[src/rtl/instr_fetch_unit_if.sv]
// Handshake bundle for the fetch unit: memory request/response and core-side instruction/redirect signals.
// master = fetch unit side, slave = memory/core side.
interface instr_fetch_unit_if;
    logic        imem_req_valid;
    logic        imem_req_ready;
    logic [31:0] imem_req_addr;
    logic        imem_rsp_valid;
    logic [31:0] imem_rsp_data;
    logic        instr_valid;
    logic        instr_ready;
    logic [31:0] instr;
    logic [31:0] instr_pc;
    logic        redirect;
    logic [31:0] redirect_pc;

    modport master (
        output imem_req_valid, imem_req_addr, instr_valid, instr, instr_pc,
        input  imem_req_ready, imem_rsp_valid, imem_rsp_data, instr_ready, redirect, redirect_pc
    );

    modport slave (
        input  imem_req_valid, imem_req_addr, instr_valid, instr, instr_pc,
        output imem_req_ready, imem_rsp_valid, imem_rsp_data, instr_ready, redirect, redirect_pc
    );
endinterface

[src/rtl/instr_fetch_unit.sv]
// Decoupled instruction fetch: credit-limited requests to a variable-latency memory, in-order prefetch
// queue of {word, pc}, and redirect handling that flushes the queue and drops stale in-flight responses.
module instr_fetch_unit #(
    parameter int unsigned DEPTH           = 4,
    parameter logic [31:0] RESET_PC        = 32'h0000_0000,
    parameter int unsigned MAX_OUTSTANDING = 4
) (
    input logic                clk,
    input logic                reset,
    instr_fetch_unit_if.master bus
);
    localparam int unsigned        PTR_W     = $clog2(DEPTH);
    localparam int unsigned        CNT_W     = PTR_W + 1;
    localparam logic [CNT_W:0]     DEPTH_C   = (CNT_W + 1)'(DEPTH);
    localparam logic [CNT_W-1:0]   MAX_OUT_C = CNT_W'(MAX_OUTSTANDING);

    logic [31:0]      r_fetch_pc;
    logic [31:0]      r_resp_pc;
    logic [PTR_W-1:0] r_wr_ptr;
    logic [PTR_W-1:0] r_rd_ptr;
    logic [CNT_W-1:0] r_occ;
    logic [CNT_W-1:0] r_outstanding;
    logic [CNT_W-1:0] r_drop_cnt;
    logic [31:0]      r_data [DEPTH];
    logic [31:0]      r_pc   [DEPTH];

    logic [CNT_W:0]   w_inflight;
    logic [CNT_W-1:0] w_out_next;
    logic [31:0]      w_redirect_pc;
    logic             w_req_valid;
    logic             w_req_fire;
    logic             w_rsp_drop;
    logic             w_push;
    logic             w_pop;
    logic             w_head_valid;

    // Queued entries plus in-flight requests may never exceed the queue size, so a push never meets a full queue.
    assign w_inflight    = {1'b0, r_occ} + {1'b0, r_outstanding};
    assign w_req_valid   = !reset && !bus.redirect && (w_inflight < DEPTH_C)
                           && (r_outstanding < MAX_OUT_C) && (r_drop_cnt == '0);
    assign w_req_fire    = w_req_valid && bus.imem_req_ready;
    assign w_rsp_drop    = bus.imem_rsp_valid && (r_drop_cnt != '0);
    assign w_push        = bus.imem_rsp_valid && (r_drop_cnt == '0) && !bus.redirect;
    assign w_head_valid  = !reset && (r_occ != '0);
    assign w_pop         = w_head_valid && bus.instr_ready && !bus.redirect;
    assign w_out_next    = r_outstanding + CNT_W'(w_req_fire) - CNT_W'(bus.imem_rsp_valid);
    assign w_redirect_pc = {bus.redirect_pc[31:2], 2'b00};

    assign bus.imem_req_valid = w_req_valid;
    assign bus.imem_req_addr  = reset ? RESET_PC : r_fetch_pc;
    assign bus.instr_valid    = w_head_valid;
    assign bus.instr          = reset ? '0 : r_data[r_rd_ptr];
    assign bus.instr_pc       = reset ? '0 : r_pc[r_rd_ptr];

    // NOTE: state registers use non-blocking assignments so every register samples pre-edge values.
    always_ff @(posedge clk) begin
        if (reset) begin
            r_fetch_pc    <= RESET_PC;
            r_resp_pc     <= RESET_PC;
            r_wr_ptr      <= '0;
            r_rd_ptr      <= '0;
            r_occ         <= '0;
            r_outstanding <= '0;
            r_drop_cnt    <= '0;
        end else if (bus.redirect) begin
            // Everything still in flight is stale; a response landing this cycle is already counted out.
            r_fetch_pc    <= w_redirect_pc;
            r_resp_pc     <= w_redirect_pc;
            r_rd_ptr      <= r_wr_ptr;
            r_occ         <= '0;
            r_outstanding <= w_out_next;
            r_drop_cnt    <= w_out_next;
        end else begin
            if (w_req_fire) begin
                r_fetch_pc <= r_fetch_pc + 32'd4;
            end
            r_outstanding <= w_out_next;
            if (w_rsp_drop) begin
                r_drop_cnt <= r_drop_cnt - 1'b1;
            end
            if (w_push) begin
                r_wr_ptr  <= r_wr_ptr + 1'b1;
                r_resp_pc <= r_resp_pc + 32'd4;
            end
            if (w_pop) begin
                r_rd_ptr <= r_rd_ptr + 1'b1;
            end
            case ({w_push, w_pop})
                2'b10:   r_occ <= r_occ + 1'b1;
                2'b01:   r_occ <= r_occ - 1'b1;
                default: r_occ <= r_occ;
            endcase
        end
    end

    // NOTE: the queue storage is reset on purpose: the head is shown even when empty and must never be X.
    always_ff @(posedge clk) begin
        if (reset) begin
            for (int unsigned i = 0; i < DEPTH; i++) begin
                r_data[i] <= '0;
                r_pc[i]   <= '0;
            end
        end else if (w_push) begin
            r_data[r_wr_ptr] <= bus.imem_rsp_data;
            r_pc[r_wr_ptr]   <= r_resp_pc;
        end
    end
endmodule

[src/flat_wrapper.sv]
// flat-port wrapper written by rule: the top's interface ports become plain ports
module instr_fetch_unit_flat 
#(
    parameter int unsigned DEPTH           = 4,
    parameter logic [31:0] RESET_PC        = 32'h0000_0000,
    parameter int unsigned MAX_OUTSTANDING = 4
)
  (clk, reset, bus_imem_req_valid, bus_imem_req_addr, bus_instr_valid, bus_instr, bus_instr_pc, bus_imem_req_ready, bus_imem_rsp_valid, bus_imem_rsp_data, bus_instr_ready, bus_redirect, bus_redirect_pc);
  instr_fetch_unit_if bus_i ();
  input logic clk;
  input logic reset;
  output wire logic [$bits(bus_i.imem_req_valid)-1:0] bus_imem_req_valid;
  output wire logic [$bits(bus_i.imem_req_addr)-1:0] bus_imem_req_addr;
  output wire logic [$bits(bus_i.instr_valid)-1:0] bus_instr_valid;
  output wire logic [$bits(bus_i.instr)-1:0] bus_instr;
  output wire logic [$bits(bus_i.instr_pc)-1:0] bus_instr_pc;
  input wire logic [$bits(bus_i.imem_req_ready)-1:0] bus_imem_req_ready;
  input wire logic [$bits(bus_i.imem_rsp_valid)-1:0] bus_imem_rsp_valid;
  input wire logic [$bits(bus_i.imem_rsp_data)-1:0] bus_imem_rsp_data;
  input wire logic [$bits(bus_i.instr_ready)-1:0] bus_instr_ready;
  input wire logic [$bits(bus_i.redirect)-1:0] bus_redirect;
  input wire logic [$bits(bus_i.redirect_pc)-1:0] bus_redirect_pc;
  assign bus_imem_req_valid = bus_i.imem_req_valid;
  assign bus_imem_req_addr = bus_i.imem_req_addr;
  assign bus_instr_valid = bus_i.instr_valid;
  assign bus_instr = bus_i.instr;
  assign bus_instr_pc = bus_i.instr_pc;
  assign bus_i.imem_req_ready = bus_imem_req_ready;
  assign bus_i.imem_rsp_valid = bus_imem_rsp_valid;
  assign bus_i.imem_rsp_data = bus_imem_rsp_data;
  assign bus_i.instr_ready = bus_instr_ready;
  assign bus_i.redirect = bus_redirect;
  assign bus_i.redirect_pc = bus_redirect_pc;
  instr_fetch_unit #(.DEPTH(DEPTH), .RESET_PC(RESET_PC), .MAX_OUTSTANDING(MAX_OUTSTANDING)) u_core (.clk(clk), .reset(reset), .bus(bus_i));
endmodule
[config.mk]
export PLATFORM = sky130hd
export DESIGN_NAME = instr_fetch_unit_flat
export DESIGN_NICKNAME = d
export VERILOG_FILES = /design/src/rtl/instr_fetch_unit_if.sv /design/src/rtl/instr_fetch_unit.sv /design/src/flat_wrapper.sv
export SDC_FILE = /design/constraint.sdc
export NUM_CORES = 1
export LEC_CHECK = 0
export ABC_AREA = 1
export CORE_MARGIN = 5
export CORE_UTILIZATION = 51
export DETAILED_ROUTE_END_ITERATION = 12
export PLACE_DENSITY = 0.79
export SLEW_MARGIN = 5
export SYNTH_ARGS = -nofsm -noshare
export SYNTH_HDL_FRONTEND = slang
export SYNTH_SLANG_ARGS = --single-unit
export TNS_END_PERCENT = 1
[constraint.sdc]
create_clock -name clk -period 6.8 [get_ports clk]
set_input_delay 1.02 -clock clk [delete_from_list [all_inputs] [get_ports clk]]
set_output_delay 1.02 -clock clk [all_outputs]
set_load 0.1 [all_outputs]
# Word level (Yosys, flattened, before mapping)
# Memory sizes are Yosys's and may differ from the RTL's. A register that Yosys moved wholly into a read port is not among the register bits.
# Index checks and enable logic that the tools add are counted.
# totals
register_bits	77
ram_bits	256
input_bits	70
output_inout_bits	98
wordCells	78
n_memories	2
# classes
add_sub_neg	10
n_lt_le_gt_ge	2
eq_ne	2
n_mux	27
bitwise_logic	1
n_reduce_logical	25
# mem_list
name	depth	width	rd	rd_ports_with_merged_regs	wr	line	text
u_core.r_data	4	32	1	1	4	instr_fetch_unit.sv:24	logic [31:0] r_data [DEPTH];
u_core.r_pc	4	32	1	1	4	instr_fetch_unit.sv:25	logic [31:0] r_pc [DEPTH];
# op_table
op	n
$mux 32	9
$add 32x3->32 const B	2
$reduce_or 32->1	2
$mux 2	8
$logic_and 1x1->1	11
$reduce_bool 2->1	5
$mux 1	7
$mux 3	2
$pmux 3 s2	1
$reduce_bool 3->1	2
$sub 3x1->3 const B	2
$add 2x1->2 const B	2
$add 3x3->4	1
$lt 4x3->1 const B	1
$add 3x1->3	1
$add 3x1->3 const B	1
$logic_not 3->1	1
$lt 3x3->1 const B	1
$sub 3x1->3	1
$eq 2x1->1 const B	1
$eq 2x2->1 const B	1
$logic_not 1->1	2
$reduce_and 2->1	1
$reduce_or 2->1	1
$not 1->1	1

# Longest topological paths before layout
# logic_depth
ltp_word	9
mapped_depth	16
depth_no_buf	15

# Worst setup path before layout
# Ideal clock, no wire load.
# synth_path
path_type	input port to flip-flop
start	input bus_imem_rsp_valid
end	memory u_core.r_data[1][0] (enable)
setup_ns	0.568
arrival_ns	6.012
required_time_ns	6.232
setup_slack_ns	0.220
cell_stages	6
path_buffers	0
cell_sequence	inv_1 nor2_4 inv_2 nor2_1 inv_1 o21ai_0
# synth_rtl
element	line	text
from (decl)	flat_wrapper.sv:18	input wire logic [$bits(bus_i.imem_rsp_valid)-1:0] bus_imem_rsp_valid;
to (decl)	instr_fetch_unit.sv:24	

# Worst setup path in the final report
# layout_path
start	input bus_redirect
end	output bus_imem_req_valid
# layout_via
elab_chain_cells	5
# layout_lines
element	line	text
from (decl)	flat_wrapper.sv:21	input wire logic [$bits(bus_i.redirect)-1:0] bus_redirect;
$logic_not 1->1	instr_fetch_unit.sv:39	assign w_req_valid = !reset && !bus.redirect && (w_inflight < DEPTH_C)
$logic_and 1x1->1 (2 in a row)	instr_fetch_unit.sv:39	
$logic_and 1x1->1 (2 in a row)	instr_fetch_unit.sv:40	&& (r_outstanding < MAX_OUT_C) && (r_drop_cnt == '0);
to (decl)	flat_wrapper.sv:12	output wire logic [$bits(bus_i.imem_req_valid)-1:0] bus_imem_req_valid;
# Every way passes these cells.

==> metrics.md <==
| Metric | Value |
|---|---|
| Hold Slack | 0.508 ns |
| Final TNS setup | 0 ns |
| CTS Buf Count | 35 |
| PwrDens | 262 nW/um2 |
| RSZ-0062 raised after global routing | no |
| Congestion Overflow GR | 0 |
| Die W | 187 um |
| Multi-input combinational cell area | 5920 um2 |
| Layout area overhead | 18.2% |
| DRC Markers | 0 |
| DRT antenna net count | 0 |
| Overall power | 4.97 mW |
| CTS tree | built |
| Vias in the first global route | 13,800 |
| Final hold violation count | 0 |
| Mapped Cells | 1,948 |
| Antenna violations before repair | 0 |
| Reg area | 8950 um2 |
| CP max stage delay | 1.13 ns |
| Leakage | 7.03 nW |
| Worst EP required | 5.78 ns |
| Crit path cell chain | clkdlybuf4s50_1 -> buf_4 -> nor2_2 -> nand2_2 -> nor2_4 -> nand2_1 -> inv_1 -> clkdlybuf4s50_1 |
| Ant diodes | 0 |
| Crit path top cell by count | clkdlybuf4s50_1 |
| DRT Pass-1 Iters | 5 |
| Synth unique cells | 37 |
| Fin cells | 2,492 |
| Synth warnings | 0 |
| # clock sinks | 323 |
| DP Worst Slack | 1.63 ns |
| Proportion of layout cells with a drive suffix above 1 | 0.0469 |
| Tightest Hold Check Type | reg -> reg |
| Seq/Total Area, Yosys | 0.558 |
| Least-Margin Pin Slew | 1.09 ns |
| Initial Util | 0.513 |
| Port Buffers | 161 |
| Iter 0 DRT Violations | 1,292 |
| Nets@finish | 2,145 |
| HPWL after detailed placement | 27,200 um |
| Final worst setup slack | 1.76 ns |
| Syn avg cell area | 8.24 um2 |
| Setup violations, final | 0 |
| First-pass GRT wire length | 70,600 um |
| Worst Setup End Kind | output pin |
| Worst-case clock buffer depth | 3 |
| Buffer count from post-CTS setup fixing | 0 |
| Cell count after placement | 2,429 |
| CP Launch Type | input port |
| Cts repair resizes | 0 |
| Max Slew Vio Count | 0 |
| CP Max Fanout | 41 |
| Leading area contributor after synthesis | edfxtp_1 |
| Die ar. | 35,100 um2 |
| GRT Overall Usage | 0.245 |
| Gp weighted congestion | 0.912 |
| Maximum vdd drop | 0.000157 V |
| Worst-skew pair later-pin latency | 0.51 ns |
| Yosys reg bits | 323 |
| Synth top area cells | edfxtp_1 46%, nor2_1 13%, dfxtp_1 9.4% |
| Largest net degree at the start of global routing | 87 |
| Worst setup path class | in -> out |
| Core ar. | 31,300 um2 |
| Crit-path slowest cell | clkdlybuf4s50_1 |
| Critical path's top delay family | buffers and inverters |
| Mapped cell area | 16,000 um2 |
| Rel. slew slack | 0.271 |
| Clock root buffer | clkbuf_16 |
| Tmin final | 5.04 ns |
| Row count | 65 |
| CTS H-tree depth | 2 |
| Worst-path clk slew | 0.06 ns |
| Status | finished, final reports clean |
| Area share of the largest cell type after synthesis | 0.464 |
| Fmax | 199 MHz |
| Max-cap viol count | 0 |
| Via density | 5.50 |
| FILL cells | 2,688 |
| Clk_skew | 0.0197 ns |
| # IOs | 168 |
| Die H | 187 um |
| CP Data Arrival Time | 4.02 ns |
| # hold bufs at CTS | 0 |
| Fin crit share | 0.741 |
| WL/cell | 17.8 um |
| Vias | 13,700 |
| Critical path buffers and inverters | 4 |
| Post-Route WL | 44,300 um |
[registers in the layout, summed over array words and instances, names as in the netlist, 3 cells and up, named ones only]
| signal | count |
|---|---|
| u_core.r_occ | 3 |
| u_core.r_drop_cnt | 3 |
| u_core.r_outstanding | 3 |
| u_core.r_pc | 120 |
| u_core.r_data | 128 |
| u_core.r_resp_pc | 30 |
| u_core.r_fetch_pc | 30 |
[report_power, final]
part	switching [mW]	leakage, nW	internal [mW]
Clock	0.761	0.516	1.03
Combinational	0.654	3.33	0.204
Sequential	0.0624	3.18	2.26
Total	1.48	7.03	3.49
[per-layer routing]
layer,vias to the layer above,share of wire,GRT usage
met5,-,0,0
met4,0,0.027,0.0759
met3,90,0.081,0.0381
met2,650,0.47,0.412
met1,6348,0.42,0.329
li1,6615,-,-
[worst min-delay path, cell delays in order (launching register included)]
cell	delay, ns
dfxtp_1	0.32
nand2_1	0.06
a31oi_1	0.07
[final cells by class]
class / instances / share of cell area
Sequential cell: 323 / 0.472
Multi-Input combinational cell: 1323 / 0.312
Timing Repair Buffer: 181 / 0.0927
Clock buffer: 55 / 0.0533
Inverter: 200 / 0.0397
Tap cell: 402 / 0.0265
Clock inverter: 8 / 0.00343
[layout by cell type, fill, tap and decap left out, types with 3 or more instances in the layout]
cell,instances
nand2_2,4
buf_4,21
clkinv_2,4
xor2_1,16
nor2_1,562
nand4_1,14
clkbuf_8,6
clkbuf_1,14
clkinv_1,3
a21oi_1,101
inv_1,191
a31oi_1,11
dfxtp_1,73
o211ai_1,5
edfxtp_1,248
ha_1,9
nand2_1,235
clkbuf_16,35
clkdlybuf4s50_1,160
inv_2,6
o21ai_0,180
conb_1,4
nor2_2,8
nand3_1,80
nor2_4,3
nor3_1,74
[Yosys cell counts, drive strengths merged]
cell / instances
a21o: 1
a21oi: 101
a221oi: 1
a31oi: 11
buf: 41
clkbuf: 64
clkinv: 2
conb: 1
dfxtp: 75
edfxtp: 248
fa: 2
ha: 9
inv: 198
nand2: 240
nand3: 81
nand4: 14
nor2: 573
nor3: 75
nor3b: 1
o211ai: 5
o21a: 1
o21ai: 184
o21bai: 2
o31ai: 1
o32ai: 1
xor2: 16
[per-stage QoR]
step	instance area, um2	util
after floorplan	16100	-
after global placement	17900	0.571
after detailed placement	17900	0.571
after CTS	19000	0.606
after global routing	19000	0.606
final	19000	0.606
[path summary, 6_finish.rpt]
path | startpoint | end | slack [ns] | cells past startpoint
min | u_core.r_fetch_pc[2] | u_core.r_fetch_pc[2] | 0.51 | 2
max | bus_redirect | bus_imem_req_valid | 1.76 | 8
min reg2reg | u_core.r_fetch_pc[2] | u_core.r_fetch_pc[2] | 0.51 | 2
max reg2reg | u_core.r_drop_cnt[0] | u_core.r_pc[0][24] | 3.24 | 12
[cells by family (layout without fill, tap and decap cells)]
kind of cell               Yosys count  after routing  synth area share
AOI/OAI and AO/OA                  308            308            0.0989
and+or+nand+nor                    984            984             0.249
xor gates and xnor gates            16             16           0.00873
other                                1              4          0.000234
DFF                                323            323             0.558
adders and majority gates           11             11           0.00951
buffers and inverters              305            444            0.0759
Power figures use the tool's default switching activity.
==> variant 1 (same settings) <==
`DEPTH` is set to 4 in 2 places; all go to 2.
--- a/src/rtl/instr_fetch_unit.sv
+++ b/src/rtl/instr_fetch_unit.sv
@@ -3,3 +3,3 @@
 module instr_fetch_unit #(
-    parameter int unsigned DEPTH           = 4,
+    parameter int unsigned DEPTH           = 2,
     parameter logic [31:0] RESET_PC        = 32'h0000_0000,
--- a/src/flat_wrapper.sv
+++ b/src/flat_wrapper.sv
@@ -3,3 +3,3 @@
 #(
-    parameter int unsigned DEPTH           = 4,
+    parameter int unsigned DEPTH           = 2,
     parameter logic [31:0] RESET_PC        = 32'h0000_0000,
Check against the original RTL: not equivalent (a bounded check fails within 4 cycles, from zero or initial values and one cycle with reset high).
==> variant 1 against the unedited design <==
Worst setup slack better by 0.57 ns. Final area is 41% lower. Area after synthesis fell by 44%. Critical path depth fell by 3. Power decreased by 42%. Die area down 42%. Wire length is 52% lower. Synthesized cell count down 46%. Sequential cell count decreased by 130. First-iteration DRC count shrank 63%. Non-clock buffer count fell by 13. Via count is 47% lower. Critical path type is now reg -> out. Highest routed layer unchanged.
==> variant 1: results (changes against the unedited design) <==
GRT
  • Gr usage total: 0.209 (-0.0356)
  • Vias in the first global route: 6871 (-50%)
  • First-pass GRT wire length: 33.9 mm (-52%)
  • Largest net degree at the start of global routing: 72 (-17%)

Cells and area
  • Non-Filler Instances: 1431 (-43%)
  • Final Net Count: 1267 (-41%)
  • Share of layout cells above drive strength 1: 0.0730 (+0.0261)
  • Largest regs: u_core.r_data (64), u_core.r_pc (60)

Clock tree
  • Num CTS Buffers: 17 (-51%)
  • Max H-tree Level: 4 (+2)
  • Clk_lat worst skew: 0.43 ns (-0.08 ns)
  • Clk buf depth: 2 (-1)

Synth
  • Top post-synthesis cells by area: edfxtp_1, dfxtp_1, nor2_1
  • Compound-Gate Fraction of Synth Area: 0.104 (+0.00508)
  • Netlist cell types: 33 (-11%)
  • Synth warn: 0 (unchanged)
  • Adder-cell share of the synthesized area: 0.00557 (-0.00394)
  • XOR/XNOR Fraction of Synth Area: 0.00780 (-0.000934)
  • Commonest cells in the netlist: nor2_1, inv_1, edfxtp_1
  • Sequential area share after synthesis: 0.568 (+0.0105)
  • Post-synth EDFFs: 124 (-50%)

Pwr
  • Power per cell area: 256 nW/um^2 (-2.2%)
  • Static Leakage: 4.50 nW (-36%)
  • Worst vdd ir: 0.000209 V (+33%)

STA
  • Worst Skew: 0.00914 ns (-0.0106 ns)

Place
  • Post-DP Area: 10700 um^2 (-40%)
  • Pre-CTS setup slack: 2.07 ns (+0.436 ns)
  • Number of port buffers: 159 (-1.2%)
  • Hpwl dp: 13.9 mm (-49%)
  • Final RePlAce weighted congestion: 0.944 (+3.4%)
  • Placed Cells: 1399 (-42%)

Critical path
  • CP Max Fanout: 63 (+54%)
  • CP arrival: 3.44 ns (-0.58 ns)

Outcome
  • Outcome: finished clean

Drt
  • DRT iter0 DRCs: 480 (-63%)
  • Total routed wirelength: 21.1 mm (-52%)
[variant 1: cell count changes after synthesis, sizes merged, moves of 55 or more]
| cell | delta |
|---|---|
| nor2 | -241 |
| nand2 | -128 |
| edfxtp | -124 |
| o21ai | -97 |
| a21oi | -72 |
| nor3 | -71 |
| nand3 | -55 |
[variant 1: layer usage]
metal | share of wire | routed length (um) | global-route usage | up-vias
li1 | - | - | - | 3664
met1 | 0.43 | 9040 | 0.279 | 3287
met2 | 0.47 | 9980 | 0.347 | 273
met3 | 0.081 | 1710 | 0.0449 | 27
met4 | 0.016 | 342 | 0.0580 | 0
met5 | 0 | 0 | 0 | -
[variant 1: area by class of cell]
class                      instances  area share
clock buffer                      18      0.0391
clock inverter                    14      0.0110
inverter                         145      0.0484
multi-input combinational        668       0.275
sequential                       193       0.454
tap                              225      0.0250
timing repair buffer             168       0.147
[variant 1: worst paths after layout]
check                            start              endpoint  slack (ns)  cells past startpoint
setup / recovery              register      bus_instr_pc[21]        2.34                      5
hold / removal    u_core.r_drop_cnt[0]  u_core.r_drop_cnt[0]        0.47                      1
setup reg to reg  u_core.r_drop_cnt[0]  u_core.r_data[0][13]        3.49                      9
hold reg to reg   u_core.r_drop_cnt[0]  u_core.r_drop_cnt[0]        0.47                      1
[variant 1: cell families after synthesis]
family,Yosys count
buffers and inverters,202
adder cells (fa/ha/maj),4
AO/OA/AOI/OAI,169
XOR/XNOR,8
other,1
flip-flops,193
AND/OR/NAND/NOR,482
[variant 1: where the power goes]
group	internal [mW]	total (mW)	switching, mW	leakage [nW]
registers	1.31	1.34	0.0272	1.86
logic	0.145	0.599	0.454	2.36
clock network	0.491	0.947	0.455	0.280
==> variant 2 (config.mk and constraints unchanged) <==
Made on the original files. Make the reset (`reset`) asynchronous in 2 clocked blocks.
--- a/src/rtl/instr_fetch_unit.sv
+++ b/src/rtl/instr_fetch_unit.sv
@@ -55,3 +55,3 @@
     // NOTE: state registers use non-blocking assignments so every register samples pre-edge values.
-    always_ff @(posedge clk) begin
+    always_ff @(posedge clk or posedge reset) begin
         if (reset) begin
@@ -96,3 +96,3 @@
     // NOTE: the queue storage is reset on purpose: the head is shown even when empty and must never be X.
-    always_ff @(posedge clk) begin
+    always_ff @(posedge clk or posedge reset) begin
         if (reset) begin
Behaviour: same outputs for any inputs over 4 cycles, from zero or initial values and one cycle with reset high; that may be too few to reach the edited logic, so the function may still have changed.
==> variant 2 against the unedited design <==
Sequential cell count shrank 2. Wire length is essentially flat. Final area grew 0.55%. Critical path depth shrank 2. Worst setup slack gained 0.042 ns. Non-clock buffer count shrank 5. Area after synthesis grew 2.0%. Critical endpoint is now bus_instr[14]. Highest routed layer unchanged.
Power is not compared: it rests on default switching activity, and its combinational part moved more than twofold at a synthesized area within 25%.
==> variant 2: results (changes against the unedited design) <==
Outcome
  • Outcome: finished clean

GRT
  • Largest net degree at the start of global routing: 107 (+23%)
  • Gr usage total: 0.246 (+0.00130)
  • First-pass GRT wire length: 73.2 mm (+3.7%)
  • Vias in the first global route: 14400 (+4.9%)
  • Routing usage on met1: 0.343 (+0.0144)
  • GR Util met3: 0.0350 (-0.00304)
  • M2 GR Usage: 0.402 (-0.00970)

Hold path
  • Hold Path Class: reg -> reg
  • Startpoint of the worst hold path: u_core.r_data[23]

Critical path
  • CP arrival: 3.98 ns (-0.04 ns)
  • Worst r2r src: u_core.r_drop_cnt[0]
  • CP Max Fanout: 106 (+160%)
  • CP peak stage delay: 1.19 ns (+0.06 ns)
  • Crit path launch: u_core.r_rd_ptr[0]

Synth
  • Top FF cell, synth: dfrtp_1
  • Gate Count Post-Synth: 2161 (+11%)
  • Top post-synthesis cells by area: dfrtp_1, o21ai_0, nand2_1
  • XOR/XNOR Fraction of Synth Area: 0.0102 (+0.00144)
  • Synth warn: 0 (unchanged)
  • Sequential area share after synthesis: 0.491 (-0.0667)
  • Compound-Gate Fraction of Synth Area: 0.163 (+0.0642)
  • Synth async-reset ratio: 1.00 (+1.00)
  • Netlist cell types: 37 (unchanged)
  • Commonest cells in the netlist: nand2_1, o21ai_0, nor2_1
  • Multiplexer share of the synthesized area: 0.000612 (+0.000612)
  • Adder-cell share of the synthesized area: 0.0116 (+0.00211)

Place
  • Hpwl dp: 27.7 mm (+2.1%)
  • Pre-CTS setup slack: 2.09 ns (+0.459 ns)
  • Number of port buffers: 161 (unchanged)
  • Post-DP Area: 17900 um^2 (+0.31%)
  • Placed Cells: 2614 (+7.6%)
  • Final RePlAce weighted congestion: 0.961 (+5.3%)

Pwr
  • Worst vdd ir: 0.000269 V
  • Sw Share: 0.455

Drt
  • Routed wl met2: 20.6 mm (-1.1%)
  • Total routed wirelength: 44.3 mm (about the same)
  • Via density per instance: 5.54 (+0.67%)
  • Met3 wire len: 3.06 mm (-15%)
  • M1 wire length: 19.5 mm (+4.6%)
  • DRT iter0 DRCs: 1474 (+14%)

Cells and area
  • Final Net Count: 2333 (+8.8%)
  • Non-Filler Instances: 2676 (+7.4%)
  • Share of layout cells above drive strength 1: 0.0457 (-0.00116)

STA
  • Worst Skew: 0.0185 ns (-0.00126 ns)
  • Slew @ Worst Pin: 1.29 ns (+0.200 ns)

Clock tree
  • Postcts setup bufs: 0 (unchanged)
  • Clk_lat worst skew: 0.52 ns
  • CTS resizes: 0 (unchanged)
-- variant 2: cell count changes after synthesis, moves of 50 or more --
| cell | before | now |
|---|---|---|
| nor3_1 | 75 | 8 |
| inv_1 | 191 | 141 |
| nand2_1 | 236 | 514 |
| edfxtp_1 | 248 | 0 |
| dfrtp_1 | 0 | 321 |
| dfxtp_1 | 75 | 0 |
| nor2_1 | 562 | 380 |
| o21ai_0 | 182 | 396 |
-- variant 2: area by class of cell --
class,count,area [um^2]
clock buffer,54,1030
clock inverter,8,97.6
fill,2736,12600
inverter,148,567
multi-input combinational,1567,7120
sequential,321,8040
tap,402,503
timing repair buffer,176,1720
-- variant 2: worst paths after layout --
path	endpoint	slack (ns)	depth (start not counted)
max	bus_instr[14]	1.80	6
max in group asynchronous	u_core.r_data[4]	3.21	5
min in group asynchronous	u_core.r_occ[2]	1.11	3
min	u_core.r_data[23]	0.48	2
min reg2reg	u_core.r_data[23]	0.48	2
max reg2reg	u_core.r_pc[119]	4.06	10
